File: src/rtl/adaptive_thresh_pkg.sv
// Shared types and constants for the adaptive threshold pipeline.
// Tap offsets walk the 3x3 window in raster order.
package adaptive_thresh_pkg;

    typedef enum logic [2:0] {
        IDLE,
        READ,
        ACC,
        WRITE,
        DONE
    } state_t;

    localparam logic [12:0] RECIP_9  = 13'd7282;
    localparam int          SUM_BITS = 12;
    localparam int          TAPS     = 9;
    localparam logic [3:0]  LAST_TAP = 4'(TAPS - 1);

    function automatic logic signed [1:0] tap_row_off(input logic [3:0] k);
        if (k < 4'd3)
            return -2'sd1;
        else if (k < 4'd6)
            return 2'sd0;
        else
            return 2'sd1;
    endfunction

    function automatic logic signed [1:0] tap_col_off(input logic [3:0] k);
        case (k)
            4'd0, 4'd3, 4'd6: return -2'sd1;
            4'd1, 4'd4, 4'd7: return 2'sd0;
            default:          return 2'sd1;
        endcase
    endfunction

endpackage

File: src/rtl/clamp_coord.sv
// Adds a -1/0/+1 offset to a coordinate and clamps to [0, 2**BITS-1],
// which gives edge replication for the neighbourhood taps.
module clamp_coord #(
    parameter int BITS = 8
) (
    input  logic [BITS-1:0]   base,
    input  logic signed [1:0] offset,
    output logic [BITS-1:0]   coord
);

    logic [BITS+1:0] sum;

    assign sum = {2'b00, base} + {{BITS{offset[1]}}, offset};

    // Top bit flags underflow, next bit flags overflow past the last index
    always_comb begin
        if (sum[BITS+1])
            coord = '0;
        else if (sum[BITS])
            coord = '1;
        else
            coord = sum[BITS-1:0];
    end

endmodule

File: src/rtl/local_mean_threshold.sv
// Raster-scans the image and writes floor(mean of 3x3) per pixel,
// 11 cycles per pixel: 9 tap reads, accumulate, write.
module local_mean_threshold
    import adaptive_thresh_pkg::*;
#(
    parameter int WIDTH_BITS  = 8,
    parameter int HEIGHT_BITS = 8
) (
    input  logic                   clock,
    input  logic                   reset,
    input  logic                   iStart,
    output logic [WIDTH_BITS-1:0]  oImageCol,
    output logic [HEIGHT_BITS-1:0] oImageRow,
    input  logic [7:0]             iImageData,
    output logic [WIDTH_BITS-1:0]  oThresholdCol,
    output logic [HEIGHT_BITS-1:0] oThresholdRow,
    output logic [7:0]             oThresholdData,
    output logic                   oThresholdWren,
    output logic                   finished
);

    localparam int POS_BITS = WIDTH_BITS + HEIGHT_BITS;

    state_t                state;
    state_t                state_next;
    logic [POS_BITS-1:0]   pos;
    logic [3:0]            tap;
    logic [SUM_BITS-1:0]   acc;
    logic [SUM_BITS-1:0]   acc_final;
    logic [7:0]            mean;
    logic                  last_pixel;

    assign oThresholdCol = pos[WIDTH_BITS-1:0];
    assign oThresholdRow = pos[POS_BITS-1:WIDTH_BITS];
    assign last_pixel    = &pos;
    assign acc_final     = acc + SUM_BITS'(iImageData);

    // Multiply by 2**16/9 (rounded up) is an exact floor divide for sums up to 2295
    assign mean = 8'(({13'b0, acc_final} * {12'b0, RECIP_9}) >> 16);

    clamp_coord #(
        .BITS   (HEIGHT_BITS)
    ) u_clamp_row (
        .base   (oThresholdRow),
        .offset (tap_row_off(tap)),
        .coord  (oImageRow)
    );

    clamp_coord #(
        .BITS   (WIDTH_BITS)
    ) u_clamp_col (
        .base   (oThresholdCol),
        .offset (tap_col_off(tap)),
        .coord  (oImageCol)
    );

    // State register
    always_ff @(posedge clock or posedge reset) begin
        if (reset)
            state <= IDLE;
        else
            state <= state_next;
    end

    // Next-state: start is only honoured when not scanning
    always_comb begin
        state_next = state;
        unique case (state)
            IDLE:    if (iStart) state_next = READ;
            READ:    if (tap == LAST_TAP) state_next = ACC;
            ACC:     state_next = WRITE;
            WRITE:   state_next = last_pixel ? DONE : READ;
            DONE:    if (iStart) state_next = READ;
            default: state_next = IDLE;
        endcase
    end

    // Outputs decoded from state
    always_comb begin
        oThresholdWren = 1'b0;
        finished       = 1'b0;
        unique case (state)
            WRITE:   oThresholdWren = 1'b1;
            DONE:    finished = 1'b1;
            default: ;
        endcase
    end

    // Pixel position, tap counter, running sum and registered mean
    always_ff @(posedge clock or posedge reset) begin
        if (reset) begin
            pos            <= '0;
            tap            <= '0;
            acc            <= '0;
            oThresholdData <= '0;
        end else begin
            unique case (state)
                IDLE, DONE: begin
                    if (iStart) begin
                        pos <= '0;
                        tap <= '0;
                        acc <= '0;
                    end
                end
                READ: begin
                    if (tap != 4'd0)
                        acc <= acc + SUM_BITS'(iImageData);
                    if (tap != LAST_TAP)
                        tap <= tap + 4'd1;
                end
                ACC: begin
                    oThresholdData <= mean;
                end
                WRITE: begin
                    if (!last_pixel)
                        pos <= pos + 1'b1;
                    tap <= '0;
                    acc <= '0;
                end
                default: ;
            endcase
        end
    end

endmodule

File: config.mk
export PLATFORM = sky130hd
export DESIGN_NAME = local_mean_threshold
export DESIGN_NICKNAME = d
export VERILOG_FILES = /design/src/rtl/adaptive_thresh_pkg.sv /design/src/rtl/clamp_coord.sv /design/src/rtl/local_mean_threshold.sv
export SDC_FILE = /design/constraint.sdc
export NUM_CORES = 1
export LEC_CHECK = 0
export ABC_AREA = 0
export CAP_MARGIN = 20
export CORE_UTILIZATION = 30
export DETAILED_ROUTE_END_ITERATION = 8
export GPL_TIMING_DRIVEN = 0
export SLEW_MARGIN = 20
export SYNTH_ARGS = -nofsm -noshare
export SYNTH_HDL_FRONTEND = slang
export SYNTH_SLANG_ARGS = --single-unit
File: constraint.sdc
create_clock -name clock -period 7.3 [get_ports clock]
set_input_delay 0.73 -clock clock [delete_from_list [all_inputs] [get_ports clock]]
set_output_delay 0.73 -clock clock [all_outputs]
set_load 0.02 [all_outputs]
=== Yosys cells after proc, flatten, opt, wreduce, memory -nomap -nowiden ===
Cells that the tools add are included.

* Bits in registers: 43
* Input port bits: 11
* Memories: 0
* Output and inout bits: 42
* RAM bits: 0
* Latch bits: 0
* Word-level logic and storage cells: 64
* ROM bits: 0

* Multiply operators: 1
* Magnitude comparators: 2
* Mux-type cells: 22
* $add $sub $neg: 5
* Shift operators: 0
* Equality and inequality tests: 16
* Divide/modulo/power cells: 0
* Bitwise logic cells: 0
* Reductions and logical operators: 13

{| class="wikitable"
|+ Operators by type and width
! operator !! count
|-
| $pmux W12 S3 || 1
|-
| $mux W16 || 2
|-
| $mux W8 || 4
|-
| $pmux W16 S2 || 1
|-
| $mux W12 || 2
|-
| $mul A12 B12 Y23 const B || 1
|-
| $add A9 B2 Y10 || 2
|-
| $add A16 B1 Y16 const B || 1
|-
| $reduce_and A16 Y1 || 1
|-
| $add A12 B8 Y12 || 1
|-
| $eq A4 B3 Y1 const B || 3
|-
| $pmux W3 S4 || 1
|-
| $pmux W4 S3 || 1
|-
| $mux W3 || 3
|-
| $reduce_and A3 Y1 || 3
|-
| $mux W4 || 2
|-
| $ne A2 B2 Y1 const B || 4
|-
| $eq A3 B2 Y1 const B || 2
|-
| $reduce_or A3 Y1 || 2
|-
| $add A4 B1 Y4 const B || 1
|-
| $eq A4 B1 Y1 const B || 1
|-
| $eq A4 B2 Y1 const B || 1
|-
| $eq A4 B4 Y1 const B || 1
|-
| $logic_not A4 Y1 || 1
|-
| 15 further kinds || 17
|}

=== Logic depth before layout (Yosys ltp) ===
Gate-level depths: netlist of the first run.

* Depth in word-level cells: 6
* Gate-level depth with buffers: 28
* Mapped depth without buffers: 28

=== Hierarchy ===
Synthesis of the first run repeated with hierarchy kept, for this count alone.

* Cells, all modules: 606
* Area total of the unflattened synthesis: 5,657.9 µm²

{| class="wikitable"
|+ By module, submodules not included
! module !! sequential area each (µm²) !! instances !! area an instance (µm²) !! cells an instance
|-
| local_mean_threshold || 1,076.0 || 1 || 4,799.6 || 510
|-
| clamp_coord || 0.0 || 2 || 429.2 || 48
|}

=== Worst setup path before layout of the first run ===
Ideal clock, no wire load.

* Path kind: in2reg
* Start point: in iImageData[0]
* End point: reg oThresholdData[4]
* Library setup time: 0.132 ns
* Data arrival time: 5.993 ns
* Buffers on the path: 0
* Slack: 1.175 ns
* Data required time: 7.168 ns
* Stages on the path: 27
* Path through: ha_1 > inv_1 > fa_1 > nor2b_1 > o21ai_1 > a21boi_1 > o21a_1 > nor2_1 > xnor2_2 > xor2_1 > ha_1 > a21o_1 > ha_1 > inv_1 > fa_1 > inv_1 > fa_1 > inv_1 > fa_1 > inv_1 > ha_1 > a21oi_1 > o21ai_0 > o31a_1 > o41ai_2 > xor2_1 > o21ai_1

* Word-level cells in the longest chain between the ends: 2

{| class="wikitable"
|+ RTL lines
! what !! line !! source
|-
| start, declared || local_mean_threshold.sv:14 || <nowiki>input logic [7:0] iImageData,</nowiki>
|-
| $add A12 B8 Y12 || local_mean_threshold.sv:36 || <nowiki>assign acc_final = acc + SUM_BITS'(iImageData);</nowiki>
|-
| $mul A12 B12 Y23 || local_mean_threshold.sv:39 || <nowiki>assign mean = 8'(({13'b0, acc_final} * {12'b0, RECIP_9}) >> 16);</nowiki>
|-
| end signal, assigned || local_mean_threshold.sv:112 || <nowiki>oThresholdData <= mean;</nowiki>
|-
| end, declared || local_mean_threshold.sv:17 || <nowiki>output logic [7:0] oThresholdData,</nowiki>
|}

Every way passes these cells.
A chain may end at the register's enable or synchronous reset.

=== Final worst setup path of the first run ===
* Start point: in iImageData[0]
* End point: reg oThresholdData[7]

The elaborated chain is that of the path after synthesis.

==> results of run 1 <==
## sequential cells by signal, indices dropped and copies added (netlist names)
name            flops
acc                12
state               3
oThresholdData      8
tap                 4
pos                16
## area by class of cell
type,instances,area (um2)
Clock buffer,5,125
Buffer,13,56.3
Tap cell,225,282
Multi-Input combinational cell,480,4050
Timing Repair Buffer,54,546
Sequential cell,43,1080
Inverter,75,282
Fill cell,1782,11000
Clock inverter,3,46.3
## logic make-up after synthesis
kind of cell,share of synthesized area
AOI/OAI and AO/OA,0.180
xor gates and xnor gates,0.0928
adders and majority gates,0.323
buffers and inverters,0.0622
DFF,0.198
muxes,0.00553
and+or+nand+nor,0.138
## cells in the mapped netlist (3+ instances only)
| cell type | instances | area share |
|---|---|---|
| sky130_fd_sc_hd__a21oi_1 | 45 | 0.041 |
| sky130_fd_sc_hd__fa_1 | 27 | 0.099 |
| sky130_fd_sc_hd__clkbuf_1 | 10 | 0.0069 |
| sky130_fd_sc_hd__nand3b_1 | 4 | 0.0055 |
| sky130_fd_sc_hd__and3_1 | 5 | 0.0058 |
| sky130_fd_sc_hd__dfrtp_1 | 43 | 0.20 |
| sky130_fd_sc_hd__a21o_1 | 15 | 0.021 |
| sky130_fd_sc_hd__o21bai_1 | 4 | 0.0055 |
| sky130_fd_sc_hd__nor2b_1 | 9 | 0.010 |
| sky130_fd_sc_hd__o31ai_1 | 3 | 0.0041 |
| sky130_fd_sc_hd__a22o_1 | 4 | 0.0064 |
| sky130_fd_sc_hd__or3_1 | 4 | 0.0046 |
| sky130_fd_sc_hd__o21ai_1 | 3 | 0.0028 |
| sky130_fd_sc_hd__xnor2_1 | 28 | 0.045 |
| sky130_fd_sc_hd__or2_2 | 3 | 0.0035 |
| sky130_fd_sc_hd__xnor2_2 | 3 | 0.0090 |
| sky130_fd_sc_hd__nor3_1 | 9 | 0.0083 |
| sky130_fd_sc_hd__a211oi_1 | 3 | 0.0041 |
| sky130_fd_sc_hd__nand4_1 | 6 | 0.0069 |
| sky130_fd_sc_hd__inv_1 | 75 | 0.052 |
| sky130_fd_sc_hd__o21ai_0 | 34 | 0.031 |
| sky130_fd_sc_hd__nand3_1 | 18 | 0.017 |
| sky130_fd_sc_hd__nand2b_1 | 4 | 0.0046 |
| sky130_fd_sc_hd__o21a_1 | 11 | 0.015 |
| sky130_fd_sc_hd__nor2_1 | 33 | 0.023 |
| sky130_fd_sc_hd__xor2_1 | 24 | 0.039 |
| sky130_fd_sc_hd__nand2_1 | 40 | 0.028 |
| sky130_fd_sc_hd__ha_1 | 97 | 0.22 |
| sky130_fd_sc_hd__mux2i_1 | 3 | 0.0055 |
## stage by stage
stage,std cells,util,setup WS [ns],cell area [um2],hold WS (ns)
after floorplan,611,-,1.18,5440,0.454
after global placement,888,0.357,0.0422,6240,0.463
after detailed placement,890,0.359,0.0113,6270,0.474
after CTS,898,0.368,0.316,6440,0.490
after global routing,898,0.370,0.00208,6460,0.527
final,898,0.370,0.401,6460,0.486
## layer usage
layer  share of wire  vias up  global-route usage
li1                -     2253                   -
met1            0.48     2084               0.182
met2            0.50       39               0.249
met3           0.018        8              0.0137
met4          0.0074        0              0.0265
met5               0        -                   0
## critical path: cells and delay by family
kind                     cells  cell delay [ns]
buffers and inverters        6             0.76
AND/OR/NAND/NOR              2             0.20
adder cells (fa/ha/maj)      8             3.04
XOR/XNOR                     3             0.60
AO/OA/AOI/OAI               10             1.73
## worst min-delay path by stage
| stage | from | end | depth (start not counted) |
|---|---|---|---|
| 5_1_grt | oThresholdData[2] | oThresholdData[2] | 2 |
| 3_5_place_dp | oThresholdData[1] | oThresholdData[1] | 2 |
| 4_1_cts | oThresholdData[1] | oThresholdData[1] | 2 |
| 2_1_floorplan | acc[2] | acc[2] | 2 |
| 3_3_place_gp | oThresholdData[0] | oThresholdData[0] | 2 |
| 6_report | oThresholdData[1] | oThresholdData[1] | 2 |
## timing repair
item	CTS	global route
setup endpoints to repair	0	1
resized for setup	0	2
setup buffers	0	0
==> flow_results.org, run 1 <==
** Run status
- The flow ran to the end, and the final reports show no timing, DRC or antenna violations.

** Drt
- Total length of routed wires :: approximately 12 mm
- Dividing the detail-routed via count by the number of cells gives between 4 and 5.
- Residual DRC :: 0
- The first TritonRoute pass finished after 4 iterations.
- After the first detailed-routing iteration, the DRC count stood at 190.
- Once detail routing completed, the nets flagged for antenna violations numbered 0.
- Dividing the detail-routed wire length by the instance count gives 13.4 um.
- The detailed router placed about 4400 vias in this run.

** Yosys
- Post-Syn Instances :: 611
- Primary flip-flop cell chosen by synthesis mapping :: sky130_fd_sc_hd__dfrtp_1
- Mean cell area of the mapped netlist :: 8.90 um2
- The Yosys step of the flow raised 0 warnings.
- Count of state elements after synthesis :: 43
- The synthesized design contains 0 enable-type register cells.
- The number of nets handed over by synthesis was around 750.
- For this run, the register share of the synthesized area comes to 0.198.
- Proportion of register bits with asynchronous set or reset after synthesis :: 1.00
- Synth unique cells :: 62
- In this run the cell area of the synthesized design comes to 0.00544 mm2.

** Final layout
- Antenna cell count :: 0
- In the final design database the tool counted 807 nets.
- Leaving out fill and tap cells, the most frequent cells in the layout are sky130_fd_sc_hd__ha_1 (97), sky130_fd_sc_hd__inv_1 (74), sky130_fd_sc_hd__clkdlybuf4s50_1 (52), sky130_fd_sc_hd__a21oi_1 (45), sky130_fd_sc_hd__dfrtp_1 (43).
- In the final layout, the share of cells above drive strength 1 is 0.0535.
- Most common library cell in the layout ignoring fill and taps :: sky130_fd_sc_hd__ha_1
- Area delta synth->final :: 18.9%

** Placed design
- IO buf count :: 52
- Detailed placement finished with a half-perimeter wire length of a little over 10 mm.
- At the end of routability-driven placement, the weighted congestion stood at ~0.86.

** Critical path
- STA classifies the critical path startpoint as an input pin.
- Worst path max stage delay :: ~0.54 ns
- Start-to-end type of the worst setup path :: in2reg
- Following the worst setup path forward leads to its endpoint at oThresholdData[7].
- Depth of the worst register-to-register path :: 28
- Standard cell with the maximum stage delay on the critical path :: sky130_fd_sc_hd__fa_1
- Worst endpoint required time :: between 7 and 8 ns
- Setup crit end kind :: flop
- Arrival time at the worst endpoint :: ~7.1 ns
- Endpoint of the worst-slack reg-to-reg timing path :: oThresholdData[7]
- The startpoint identified for the worst register-to-register timing path is acc[0].
- The critical path starts at iImageData[0].
- Register-to-register setup slack :: roughly 0.93 ns
- Most repeated library cell on the critical path :: sky130_fd_sc_hd__inv_1
- In this run the worst path has a maximum fanout of 8.

** CTS
- Hold buffers post-CTS :: 0
- Clock latency of the later-clocked register in the worst-skew pair :: approximately 0.29 ns
- Longest Clk Path Bufs :: 2
- In this run the clock root is driven by a sky130_fd_sc_hd__clkbuf_16.
- After clock tree synthesis, the clock-pin slew on the worst setup and hold paths is around 0.07 ns.
- The H-tree was split into 2 levels.
- Clock tree from TritonCTS :: built
- Counting the buffers created by CTS gives 5.
- The tree built by TritonCTS fans out to between 40 and 50 sinks.

** GRT
- The number of antenna violations at the first check in global routing came to 0.
- Global route overflow :: 0
- The first global-routing pass estimated about 21 mm of wire.
- The number of global-route vias before repair is roughly 4400.
- Maximum number of pins on one net before global-route repair :: 24
- Across every metal layer, demand over resource in global routing totals 0.139.

** Timing
- Final-report max-slew violation count :: 0
- Shortest clock period the worst path allows after layout :: around 6.9 ns
- At the pin with the least slew margin, the transition time is 0.704 ns.
- In the finished design, the share of the clock period the worst path needs comes to 0.945.
- Setup repair after global routing left no endpoint under its margin.
- For this run, the top clock speed supported by timing is about 140 MHz.
- The worst pin sits at a relative slew slack of 0.528.
- The hold violation count in the final report came to 0.
- For the final database, setup skew stands at 0.00851 ns.
- Setup total negative slack on the finished layout was measured at 0 ns.
- Final count of negative-setup-slack endpoints :: 0

** Floorplan
- The core region is between 0.015 and 0.02 mm2.
- Total die area :: 0.0187 mm2
- Number of rows in the core area :: 48
- The initial utilization of the core area, before any placement, comes to 0.311.
- Measured along the x axis, the die boundary spans ~140 um.
- The die is around 140 um tall.
- Number of top-level pins :: 53

** Run
- Max-cap violations in this run came to 0.

** Min path
- The min-delay analysis places its worst path in the category reg2reg.
Power of run 1 is left out: the tool's default activity adds up to more than one toggle a clock period on the data nets, which glitch-free logic cannot reach.
==> run 2: changes to the inputs <==
Settings changed: MAX_ROUTING_LAYER set to met4.
==> flow_results.org, run 2 (same netlist as run 1, synthesis figures left out) <==
** Drt
- Routed length per placed instance :: 13.4 um (-0.12%)
- The remaining antenna violation count came to 0 (unchanged).
- Total length of routed wires :: 12.0 mm (-0.12%)
- The number of iterations in the first detailed-routing pass is 4 (unchanged).
- Via-per-instance ratio :: 4.87 (-0.23%)
- Residual DRC :: 0 (unchanged)
- The number of DRC violations after detailed-routing iteration 0 came to 189 (-0.53%).
- The via count of the routed design came to 4374 (-0.23%).

** GRT
- Maximum number of pins on one net before global-route repair :: 24 (unchanged)
- The total grt overflow was 0 (unchanged).
- The total global routing track utilization came to 0.144 (+0.00419).
- The wire length of the first global-routing pass came to 21.0 mm (about the same).
- Number of antenna violations at the first check in global routing :: 0 (unchanged)
- Number of global-route vias before repair :: 4366 (+0.023%)

** CTS
- CTS buffer count :: 5 (unchanged)
- Count of buffers added by post-CTS timing repair for setup :: 0 (unchanged)
- The cell sitting at the root of the clock tree is a sky130_fd_sc_hd__clkbuf_16.
- Clock latency of the later-clocked register in the worst-skew pair :: 0.29 ns (about the same)
- CTS sink cnt :: 43 (unchanged)
- The maximum level of the CTS H-tree came to 2 (unchanged).
- Post-cts resize count :: 0 (unchanged)
- Clock tree from TritonCTS :: built
- Clock-pin slew on the worst setup and hold paths :: 0.07 ns (about the same)
- Longest Clk Path Bufs :: 2 (unchanged)
- The number of buffers added to fix hold violations after cts was 0 (unchanged).

** Placed design
- The weighted congestion reported at the end of routability-driven placement was 0.869 (+1.6%).
- The number of buffers added on ports came to 52 (unchanged).
- The placed wire-length estimate is 10.1 mm (unchanged).
- Placed inst area :: 0.00627 mm2 (unchanged)

** Critical path
- Most repeated library cell on the critical path :: sky130_fd_sc_hd__inv_1
- Largest fanout of any net on the critical path :: 8 (unchanged)
- The slowest stage of the critical path belongs to the cell sky130_fd_sc_hd__fa_1.
- Worst endpoint required time :: 7.47 ns (about the same)
- The worst-case reg-to-reg path depth is 28 (unchanged).
- Startpoint type of the worst setup path :: input pin
- Register-to-register setup slack :: 0.92 ns (about the same)
- The largest incremental delay on the critical path was 0.54 ns (about the same).
- The setup path with the least slack is of type in2reg.
- Setup crit end kind :: flop
- The startpoint identified for the worst register-to-register timing path is acc[0].
- The arrival time of the worst setup path is 7.07 ns (about the same).
- The worst register-to-register path ends at oThresholdData[7].

** Final layout
- Final standard cell utilization of the core :: 0.370 (unchanged)
- The synthesis-to-finish area growth came to 18.9% (unchanged).
- Antenna cell count :: 0 (unchanged)
- Most common library cell in the layout ignoring fill and taps :: sky130_fd_sc_hd__ha_1
- The share of final-layout standard cells stronger than drive strength 1 was 0.0535 (unchanged).
- Fin nets :: 807 (unchanged)
- Registers with the most flip-flops :: pos (16), acc (12), oThresholdData (8)
- Most flop-heavy register :: pos
- Number of flip-flops under the largest register name :: 16 (unchanged)
- Total non-filler cell area in the finished layout :: 0.00646 mm2 (unchanged)
- Highest-count cells in the layout ignoring fill and taps :: sky130_fd_sc_hd__ha_1 (97), sky130_fd_sc_hd__inv_1 (74), sky130_fd_sc_hd__clkdlybuf4s50_1 (52), sky130_fd_sc_hd__a21oi_1 (45), sky130_fd_sc_hd__dfrtp_1 (43)

** Run status
- The flow ran to the end, and the final reports show no timing, DRC or antenna violations.

** Timing
- The total negative setup slack is 0 ns (unchanged).
- The relative slew slack is 0.526 (-0.00204).
- Final hold violations :: 0 (unchanged)
- Final count of negative-setup-slack endpoints :: 0 (unchanged)
- The transition time at the pin with the least slew margin is 0.707 ns (+0.00305 ns).
- The final cycle utilization of the critical path came to 0.945 (about the same).
- The max-slew violation count was 0 (unchanged).
- The maximum clock rate is 145 MHz (about the same).
- Shortest clock period the worst path allows after layout :: 6.90 ns (+0.000845 ns)
- The worst clock skew is 0.00920 ns (+0.000685 ns).
- Setup repair after global routing left no endpoint under its margin.

** Floorplan
- Number of rows in the core area :: 48 (unchanged)
- The x dimension of the die was 137 um (unchanged).
- Total die area :: 0.0187 mm2 (unchanged)
- Number of top-level pins :: 53 (unchanged)
- Chip Height :: 137 um (unchanged)
- Effective utilization at floorplan :: 0.311 (unchanged)
- Total core area :: 0.0175 mm2 (unchanged)

** Min path
- The startpoint identified for the worst hold timing path is oThresholdData[1].
- The worst hold path belongs to the class reg2reg.
- The number of cells on the worst hold path was 2 (unchanged).
- The path with the worst hold slack has its endpoint at oThresholdData[1].

** Run
- Number of maximum-capacitance constraint violations :: 0 (unchanged)
## run 2: cell counts in the layout (fill, tap and decap cells not counted)
Identical to the previous run, type by type.
## run 2: worst max path at each step
| stage | startpoint | end | slack [ns] | depth (start not counted) |
|---|---|---|---|---|
| after floorplan | iImageData[0] | oThresholdData[4] | 1.18 | 27 |
| after global placement | iImageData[0] | oThresholdData[7] | 0.04 | 29 |
| after detailed placement | iImageData[0] | oThresholdData[7] | 0.01 | 29 |
| after CTS | iImageData[0] | oThresholdData[7] | 0.32 | 29 |
| after global routing | iImageData[0] | oThresholdData[7] | 0.002 | 29 |
| final | iImageData[0] | oThresholdData[7] | 0.40 | 29 |
## run 2: cell type report
class	instances	area (um2)
multi-input combinational	480	4050
inverter	75	282
tap	225	282
buffer	13	56.3
clock inverter	3	46.3
clock buffer	5	125
timing repair buffer	54	546
fill	1782	11000
sequential	43	1080
## run 2: stage by stage
step / hold WS, ns / setup slack [ns] / std cells
final: 0.486 / 0.400 / 898
after detailed placement: 0.474 / 0.0113 / 890
after global placement: 0.463 / 0.0422 / 888
after global routing: 0.527 / 0.00210 / 898
after floorplan: 0.454 / 1.18 / 611
after CTS: 0.490 / 0.316 / 898
## run 2: routing by layer
metal,vias to the layer above,global-route usage,part of all wire
li1,2251,-,-
met1,2074,0.182,0.48
met2,42,0.249,0.50
met3,7,0.0137,0.018
met4,0,0.0265,0.0074
met5,-,-,0
## run 2: critical path: cells and delay by family
family	cells	cell delay (ns)
AOI/OAI and AO/OA	10	1.73
xor gates and xnor gates	3	0.60
and+or+nand+nor	2	0.20
adders and majority gates	8	3.04
buffers and inverters	6	0.76
Power of run 2 is left out for the same reason.
